File: src/rtl/x6_fifo_writer.sv
// rtl/x6_fifo_writer.sv - six-channel FIFO write-side controller with 2-entry skid buffers
module x6_fifo_writer #(
  parameter int DW      = 16,
  parameter int GAP_CYC = 1
) (
  input  logic            clk,
  input  logic            init,
  input  logic [5:0]      push,
  input  logic [6*DW-1:0] din,
  output logic [5:0]      pak,
  input  logic [5:0]      ff_b,
  input  logic [5:0]      paf_b,
  output logic [5:0]      wren_b,
  output logic [6*DW-1:0] fifo_d,
  output logic [5:0]      ovf,
  output logic            busy
);

  typedef enum logic {RUN, GAP} state_t;

  // Counter loads GAP_CYC-1 so the GAP state spans exactly GAP_CYC issue-blocked edges.
  localparam logic [1:0] GAP_LOAD = 2'(GAP_CYC - 1);

  logic [5:0] nonempty;

  for (genvar k = 0; k < 6; k++) begin : g_ch
    state_t          state, state_nx;
    logic [1:0]      gcnt, gcnt_nx;
    logic [1:0]      count;
    logic [DW-1:0]   head, tail;
    logic            accept, issue;
    logic            wren_r, ovf_r;
    logic [DW-1:0]   fd_r;
    logic [DW-1:0]   word;

    assign word        = din[k*DW +: DW];
    assign pak[k]      = (count != 2'd2);
    assign accept      = push[k] & pak[k];
    assign issue       = (count != 2'd0) & ff_b[k] & (state == RUN);
    assign nonempty[k] = (count != 2'd0);

    assign wren_b[k]           = wren_r;
    assign fifo_d[k*DW +: DW]  = fd_r;
    assign ovf[k]              = ovf_r;

    always_comb begin
      state_nx = state;
      gcnt_nx  = gcnt;
      case (state)
        RUN: begin
          if (issue && !paf_b[k]) begin
            state_nx = GAP;
            gcnt_nx  = GAP_LOAD;
          end
        end
        GAP: begin
          if (gcnt == 2'd0) state_nx = RUN;
          else              gcnt_nx  = gcnt - 2'd1;
        end
        default: state_nx = RUN;
      endcase
    end

    always_ff @(posedge clk or posedge init) begin
      if (init) begin
        state <= RUN;
        gcnt  <= 2'd0;
      end else begin
        state <= state_nx;
        gcnt  <= gcnt_nx;
      end
    end

    always_ff @(posedge clk or posedge init) begin
      if (init) begin
        count  <= 2'd0;
        head   <= '0;
        tail   <= '0;
        wren_r <= 1'b1;
        fd_r   <= '0;
        ovf_r  <= 1'b0;
      end else begin
        count  <= count + {1'b0, accept} - {1'b0, issue};
        wren_r <= ~issue;
        if (push[k] && !pak[k]) ovf_r <= 1'b1;
        if (issue) begin
          fd_r <= head;
          // Pop: the tail moves up at count 2; at count 1 a same-edge accept lands in the head.
          if (count == 2'd2) head <= tail;
          else if (accept)   head <= word;
        end else if (accept) begin
          if (count == 2'd0) head <= word;
          else               tail <= word;
        end
      end
    end
  end

  assign busy = |nonempty;

endmodule

File: config.mk
export PLATFORM = sky130hd
export DESIGN_NAME = x6_fifo_writer
export DESIGN_NICKNAME = d
export VERILOG_FILES = /design/src/rtl/x6_fifo_writer.sv
export SDC_FILE = /design/constraint.sdc
export NUM_CORES = 1
export LEC_CHECK = 0
export CAP_MARGIN = 20
export CORE_ASPECT_RATIO = 1.4
export CORE_MARGIN = 2
export CORE_UTILIZATION = 30
export DETAILED_ROUTE_END_ITERATION = 6
export PLACE_DENSITY = 0.57
export SKIP_CTS_REPAIR_TIMING = 1
export SLEW_MARGIN = 0
export SYNTH_ARGS = -nofsm -noshare
export SYNTH_HDL_FRONTEND = slang
export SYNTH_SLANG_ARGS = --single-unit
File: constraint.sdc
create_clock -name clk -period 9.31 [get_ports clk]
set_clock_uncertainty 0.05 [all_clocks]
set_input_delay 0.931 -clock clk [delete_from_list [all_inputs] [get_ports clk]]
set_output_delay 0.931 -clock clk [all_outputs]
set_load 0.02 [all_outputs]
---- Word level (Yosys, flattened, before mapping) ----
Index checks and enable logic that the tools add are counted.
storage, ports and cells
  bits in latches ......................... 0
  memories kept ........................... 0
  RAM bits ................................ 0
  flip-flop bits (word level) ............. 330
  word-level logic and storage cells ...... 271
  bits in read-only memories .............. 0
cells by class
  add/sub/neg operators ................... 18
  order comparisons ....................... 0
  mux-type cells .......................... 66
  reductions and logical operators ........ 79
  shifts and indexed selects .............. 0
  $mul .................................... 0
  div/mod/pow operators ................... 0
  bitwise gates (word level) .............. 36
  equal/unequal tests ..................... 24
operator list
  kind                                                                     count
  16-bit 2-to-1 mux                                                        30
  2-bit nonzero test                                                       24
  3-bit AND reduction                                                      12
  2-bit zero test                                                          12
  2-bit 2-to-1 mux                                                         12
  2-bit inequality test, second input constant                             12
  2-bit one-hot mux with 2 select lines                                    6
  1-bit AND                                                                18
  1-bit inverter                                                           18
  2-bit by 1-bit adder with 2-bit output                                   6
  2-bit == test, second input constant                                     6
  1-bit logical AND                                                        12
  1-bit zero test                                                          12
  1-bit 2-to-1 mux                                                         12
  2-bit by 1-bit inequality test with 1-bit output, second input constant  6
  1-bit one-hot mux with 2 select lines                                    6
  2-bit AND reduction                                                      6
  2-bit by 1-bit subtractor with 2-bit output                              6
  2-bit by 1-bit subtractor with 2-bit output, second input constant       6
  6-bit OR reduction                                                       1

---- Longest topological paths before layout ----
Gate-level depths: netlist of the first run.
  depth after elaboration ................. 6
  gate-level depth with buffers ........... 9
  mapped depth without buffers ............ 7

---- Worst setup path after synthesis of the first run ----
OpenSTA, ideal clock, no wires.
  path kind ............................... input to register
  start ................................... input port ff_b[3]
  end ..................................... register g_ch[3].head[0]
  setup slack ............................. 6.527 ns
  stages .................................. 8
  library setup time ...................... 0.125 ns
  data arrival time ....................... 2.609 ns
  data required time ...................... 9.135 ns
  cells stage by stage .................... nand2b_1 -> nor2_2 -> inv_2 -> buf_1 -> ha_1 -> a21oi_2 -> buf_6 -> mux2_2
between the ends
  longest elaborated chain between the ends .. 4
RTL lines
  item                                  RTL line  source
  start, declared                       11        input logic [5:0] ff_b,
  1-bit AND (*) (2 in a row)            39        assign issue = (count != 2'd0) & ff_b[k] & (state == RUN);
  2-bit nonzero test (no source line)   --
  3-bit AND reduction (no source line)  --
  end signal, assigned                  89        if (count == 2'd2) head <= tail;
  end signal, assigned                  90        else if (accept) head <= word;
  end signal, assigned                  92        if (count == 2'd0) head <= word;
  end, declared                         30        logic [DW-1:0] head, tail;
Every way passes the cells marked *; elsewhere a longest branch is shown, timed or not.
A chain may end at the register's enable or synchronous reset.

---- Worst setup path after layout of the first run ----
  start ................................... register g_ch[5].count[0]
  end ..................................... output port busy
between the ends
  longest elaborated chain between the ends .. 2
RTL lines
  item                    RTL line  source
  start, declared         29        logic [1:0] count;
  start signal, assigned  83        count <= count + {1'b0, accept} - {1'b0, issue};
  2-bit nonzero test      40        assign nonempty[k] = (count != 2'd0);
  6-bit OR reduction      99        assign busy = |nonempty;
  end, declared           16        output logic busy
Every way passes these cells.

==> results.toml, run 1 <==
[outcome]
outcome = "complete, no violations"

[placement]
finalWeightedCongestion = 0.7635
dp_hpwl_um = 22360
port_buffers = 230
placedCellCount = 1921

[synth]
post-synth-top-count-cell = "dfrtp_1"
postSynthRegisterBits = 330
yosysSeqAreaShare_pct = 58.80
synthesis.nets = 1255
synth_area_leader_cell = "dfrtp_1"
yosysTopAreaCellShare_pct = 57.68
syn_inst = 1121
synth_area_per_cell_sq_um = 12.54
edff_count_synth = 0
distinct_cell_type_count_after_synthesis = 42
most_instantiated_flip_flop_cell_in_the_synthesis_netlist = "dfrtp_1"
asyncSetResetFlopFracSynth_pct = 100.0
ys_warn_count = 0
post_synth_instance_area_sq_um = 14060
synth_common_cells = "dfrtp_1, nand2_1, mux2_2"
synth_top_cells_by_area = "dfrtp_1, mux2_2, nand2_1"

[drt]
detail_route.drc_violations = 0
via_to_cell_ratio = 4.446
postRouteWirelength_um = 32610
vias = 8830
drt.antenna.violating_nets = 0
drt-wirelength-per-cell_um = 16.42
drtPass1Iterations = 4
initialDrtViolationCount = 349

[critical_path]
crit_required_ns = 8.33
worst-path-max-fanout = 4
reg_to_reg_setup_timing_slack_ns = 6.21
worst-r2r-cell-count = 6
worst-endpoint-arrival_ns = 2.81
critical_path.cell_chain = "nor2_1 -> nand4_1 -> or4b_2 -> clkdlybuf4s50_1"
setup.worst_path.start_class = "flip-flop"
crit_path_end = "busy"
critical_path.reg2reg.startpoint = "g_ch[3].state$_DFF_PP0_"
setup.worst_path.class = "reg -> out"
r2r-end = "g_ch[3].head[15]$_DFFE_PP0P_"
setup.worst_path.end_class = "primary output"
critPathLaunch = "g_ch[5].count[0]$_DFF_PP0_"
crit_path_max_incr_delay_ns = 0.69
highest_delay_cell_along_the_critical_path = "or4b_2"

[floorplanning]
io-pin-count = 231
core_area_sq_um = 46200
die-height_um = 260.1
chip_width_um = 186.9
rows = 93
fp.dieArea_sq_um = 48630
initial_utilization_pct = 30.43

[cells_and_area]
layout.core_utilization_pct = 38.95
finalNetCount = 1476
finish.cell_count_without_fillers = 1986
fillCellCount = 4485
multi_input_comb_area_sq_um = 5353
n_antenna_cell = 0
syn_to_final_growth_pct = 28.01
area_taken_by_flip_flops_and_latches_sq_um = 8265
drive_gt1_share_pct = 27.32

[clock_tree]
clock_tree.root_cell = "clkbuf_16"
worstSkewPairLatency_ns = 0.52
cts_num_sinks = 330
clockBufferDepth = 3
total_number_of_h_tree_levels = 2
cts_tree = "done"
cts_made_buffers = 36
clk_pin_slew_worst_paths_ns = 0.06

[global_routing]
vias_in_the_first_global_route = 9431
met1_usage_pct = 16.00
grt_pass1_wl_um = 52650
largest_net_degree_at_the_start_of_global_routing = 186
met3_usage_pct = 2.443
grt_remaining_overflow = 0
antenna_found_initial = 0
busiest_layer = "met2"
grt_use_met2_pct = 24.65
grt_usage_pct = 13.55

[timing]
finalSetupViolations = 0
slew_viol_final = 0
max_freq_mhz = 263.6
worstMarginPinSlew_ns = 1.030
period_minus_slack_ns = 3.793
report.final.hold_viol_count = 0
grt_setup_unrepaired = "no"
post-route-period-util_pct = 40.74
max-slew-margin-rel_pct = 31.36
hold-worst-slack_ns = 0.4131
setup_tns_ns = 0

[worst_hold_path]
min-delay-path-class = "reg -> reg"
worstHoldPathCells = 1

[job]
max_cap_viol_count = 0

[power]
p_leak_nw = 7.741
p_per_area_nw_per_um2 = 337.8
vdd_drop_max_v = 0.0001791
==> critical path, delay by kind of cell (launching register included) <==
kind	cells	cell delay [ns]
AND/OR/NAND/NOR	3	1.31
buffers and inverters	1	0.56
flip-flops	1	0.43
==> layer usage <==
layer / wire (um) / vias up
met3: 1187 / 47
met1: 13520 / 4429
li1: - / 4189
met5: 0 / -
met4: 841 / 0
met2: 17060 / 165
==> cell families after synthesis <==
kind of cell	synth area share, %
mux	22.22
flops	58.80
xor+xnor	0.7477
compound gates	2.679
buf+inv	3.151
fa+ha+maj	1.602
simple gates	10.81
==> cell usage in the layout (no fill, tap or decap), types with 4 or more instances in the layout <==
master and instances:
a21o_1 5, a31oi_1 16, and3_1 6, clkbuf_1 10
clkbuf_16 37, clkbuf_8 9, clkdlybuf4s50_1 230, clkinvlp_4 4
dfrtp_1 324, dfstp_2 6, ha_1 18, inv_1 14
inv_2 9, mux2_2 270, mux2i_1 6, nand2_1 287
nand2b_1 11, nor2_1 22, nor2_2 6, nor2_4 4
nor2b_1 4, nor2b_4 4, o211ai_1 6, o21ai_0 14
xnor2_1 7, xor2_1 5
==> final cells by class <==
class	count	share of cell area (%)
tap	617	4.290
inverter	24	0.5215
clock inverter	9	0.3546
clock buffer	56	6.042
sequential	330	45.93
multi-input combinational	715	29.75
timing repair buffer	235	13.11
==> flip-flops by register name (all words and copies together), names as in the netlist <==
register     flops
g_ch.fd_r       96
g_ch.tail       96
g_ch.wren_r      6
g_ch.gcnt       12
g_ch.head       96
g_ch.ovf_r       6
g_ch.count      12
g_ch.state       6
==> metrics by stage <==
| stage | area [sq um] | total power, mW | worst slack (ns) |
|---|---|---|---|
| 2_1_floorplan | 14060 | 3.921 | 3.927 |
| 4_1_cts | 17990 | 6.196 | 5.286 |
| 5_1_grt | 17990 | 6.502 | 5.334 |
| 6_report | 17990 | 6.079 | 5.517 |
| 3_5_place_dp | 16840 | 4.770 | 5.252 |
| 3_3_place_gp | 16830 | 4.700 | 5.322 |
==> worst min-delay path by stage <==
stage	start	endpoint	slack, ns
floorplan	g_ch[0].ovf_r$_DFFE_PP0P_	g_ch[0].ovf_r$_DFFE_PP0P_	0.38
global placement	g_ch[3].ovf_r$_DFFE_PP0P_	g_ch[3].ovf_r$_DFFE_PP0P_	0.39
detailed placement	g_ch[5].ovf_r$_DFFE_PP0P_	g_ch[5].ovf_r$_DFFE_PP0P_	0.40
CTS	g_ch[4].head[0]$_DFFE_PP0P_	g_ch[4].fd_r[0]$_DFFE_PP0P_	0.41
global route	g_ch[3].head[3]$_DFFE_PP0P_	g_ch[3].fd_r[3]$_DFFE_PP0P_	0.43
finish	g_ch[2].ovf_r$_DFFE_PP0P_	g_ch[2].ovf_r$_DFFE_PP0P_	0.41
==> power breakdown <==
| part | switching, mW | internal (mW) |
|---|---|---|
| Sequential | 0.374 | 2.12 |
| Clock | 0.577 | 0.807 |
| Combinational | 1.06 | 1.14 |
No activity file was read; power rests on OpenSTA's default activity.
==> run 2: changes to the inputs <==
==> constraint.sdc (replaced) <==
create_clock -name clk -period 3.25 [get_ports clk]
set_clock_uncertainty 0.05 [all_clocks]
set_input_delay 0.325 -clock clk [delete_from_list [all_inputs] [get_ports clk]]
set_output_delay 0.325 -clock clk [all_outputs]
set_load 0.02 [all_outputs]
==> results.toml, run 2 (synthesis results as in run 1) <==
[outcome]
outcome = "complete, no violations"

[critical_path]
r2r-end = "g_ch[0].head[6]$_DFFE_PP0P_"
setup.worst_path.start_class = "flip-flop"
crit_required_ns = 2.87
reg_to_reg_setup_timing_slack_ns = 0.97
worst-r2r-cell-count = 6
worst-path-max-fanout = 4
crit_path_max_incr_delay_ns = 0.69
critical_path.cell_chain = "nor2_1 -> nand4_1 -> or4b_2 -> clkdlybuf4s50_1"
setup.worst_path.end_class = "primary output"
critical_path.reg2reg.startpoint = "g_ch[0].state$_DFF_PP0_"
highest_delay_cell_along_the_critical_path = "or4b_2"
setup.worst_path.class = "reg -> out"
critPathLaunch = "g_ch[5].count[0]$_DFF_PP0_"
worst-endpoint-arrival_ns = 2.70

[cells_and_area]
layout.core_utilization_pct = 39.72
syn_to_final_growth_pct = 30.54
finish.cell_count_without_fillers = 2007
largestRegisters = "g_ch.fd_r: 96 flops, g_ch.head: 96 flops, g_ch.tail: 96 flops"
fillCellCount = 4433
layout_commonest_cell = "dfrtp_1"
finalNetCount = 1495
drive_gt1_share_pct = 28.92
n_antenna_cell = 0
most-common-layout-cells = "dfrtp_1, nand2_1, mux2_2"

[drt]
dr_wl_met2_um = 16980
initialDrtViolationCount = 354
drtPass1Iterations = 4
detail_route.drc_violations = 0
topRoutingLayerUsed = "met5"
m1WireLength_um = 13750
postRouteWirelength_um = 32920
via_to_cell_ratio = 4.476
detailroute.wirelength.met3_um = 1296
vias = 8983
drt-wirelength-per-cell_um = 16.40
drt.antenna.violating_nets = 0

[power]
intPower_mw = 12.23
power.sequential.fraction_pct = 39.3
p_comb_share_pct = 35.3
p_leak_nw = 7.941
clock_power_share_pct = 25.3
p_per_area_nw_per_um2 = 984.5
vdd_drop_max_v = 0.0004181
switching_power_mw = 5.832
power_switching_share_pct = 32.28

[global_routing]
largest_net_degree_at_the_start_of_global_routing = 91
grt_usage_pct = 13.62
grt_pass1_wl_um = 53170
antenna_found_initial = 2
vias_in_the_first_global_route = 9581
grt_remaining_overflow = 0

[worst_hold_path]
min-delay-path-class = "in -> async"

[placement]
finalWeightedCongestion = 0.7336
placedCellCount = 1939
dp_hpwl_um = 22520
port_buffers = 230

[timing]
max_freq_mhz = 325.6
slew_viol_final = 0
setup_tns_ns = 0
max-slew-margin-rel_pct = 43.80
post-route-period-util_pct = 94.51
finalSetupViolations = 0
period_minus_slack_ns = 3.072
grt_setup_unrepaired = "no"
report.final.hold_viol_count = 0
worstMarginPinSlew_ns = 0.8430

[job]
max_cap_viol_count = 0

[clock_tree]
worstSkewPairLatency_ns = 0.52
cts_tree = "done"
total_number_of_h_tree_levels = 2
clock_tree.root_cell = "clkbuf_16"
clk_pin_slew_worst_paths_ns = 0.06
clockBufferDepth = 3
cts_made_buffers = 37
cts_num_sinks = 330

[floorplanning]
io-pin-count = 231
fp.dieArea_sq_um = 48630
die-height_um = 260.1
chip_width_um = 186.9
initial_utilization_pct = 30.43
rows = 93
core_area_sq_um = 46200
==> run 2: worst max path at each step <==
stage	to	slack, ns	depth (start not counted)
6_report	busy	0.18	4
2_1_floorplan	g_ch[0].count[0]$_DFF_PP0_	-1.53	1
3_3_place_gp	busy	0.54	4
5_1_grt	busy	0.03	4
3_5_place_dp	busy	0.51	4
4_1_cts	busy	-0.06	4
==> run 2: metal layers <==
metal  up-vias  GRT usage (%)
li1       4243              -
met1      4523          16.26
met2       160          24.55
met3        53          2.686
met4         4          4.497
met5         -              0
==> run 2: power groups by stage <==
stage | Sequential (mW) | Combinational [mW] | Clock [mW]
2_1_floorplan | 7.62 | 3.61 | 0
6_report | 7.11 | 6.38 | 4.58
3_3_place_gp | 7.13 | 6.35 | 0
4_1_cts | 7.13 | 6.53 | 4.73
3_5_place_dp | 7.19 | 6.50 | 0
5_1_grt | 7.37 | 6.97 | 4.88
==> run 2: critical path: cells and delay by family (launching register included) <==
kind                   cells  cell delay [ns]
buffers and inverters      1             0.57
and+or+nand+nor            3             1.17
DFF                        1             0.43
==> run 2: cell type report <==
type | instances | area, sq um | share of cell area, %
Timing Repair Buffer | 253 | 2512 | 13.69
Multi-Input combinational cell | 715 | 5355 | 29.18
Tap cell | 617 | 772.0 | 4.207
Clock inverter | 17 | 250.2 | 1.364
Clock buffer | 51 | 1101 | 6.000
Sequential cell | 330 | 8265 | 45.04
Inverter | 24 | 93.84 | 0.5114
==> run 2: per-stage QoR <==
| step | area (sq um) | setup WS [ns] | power, mW | hold WS [ns] |
|---|---|---|---|---|
| after floorplan | 14060 | -1.527 | 11.23 | 0.3789 |
| after global routing | 18350 | 0.03167 | 19.22 | 0.09176 |
| after detailed placement | 17000 | 0.5093 | 13.69 | 0.3981 |
| final | 18350 | 0.1783 | 18.07 | 0.08547 |
| after CTS | 18350 | -0.06444 | 18.39 | 0.06973 |
| after global placement | 17000 | 0.5413 | 13.48 | 0.3937 |
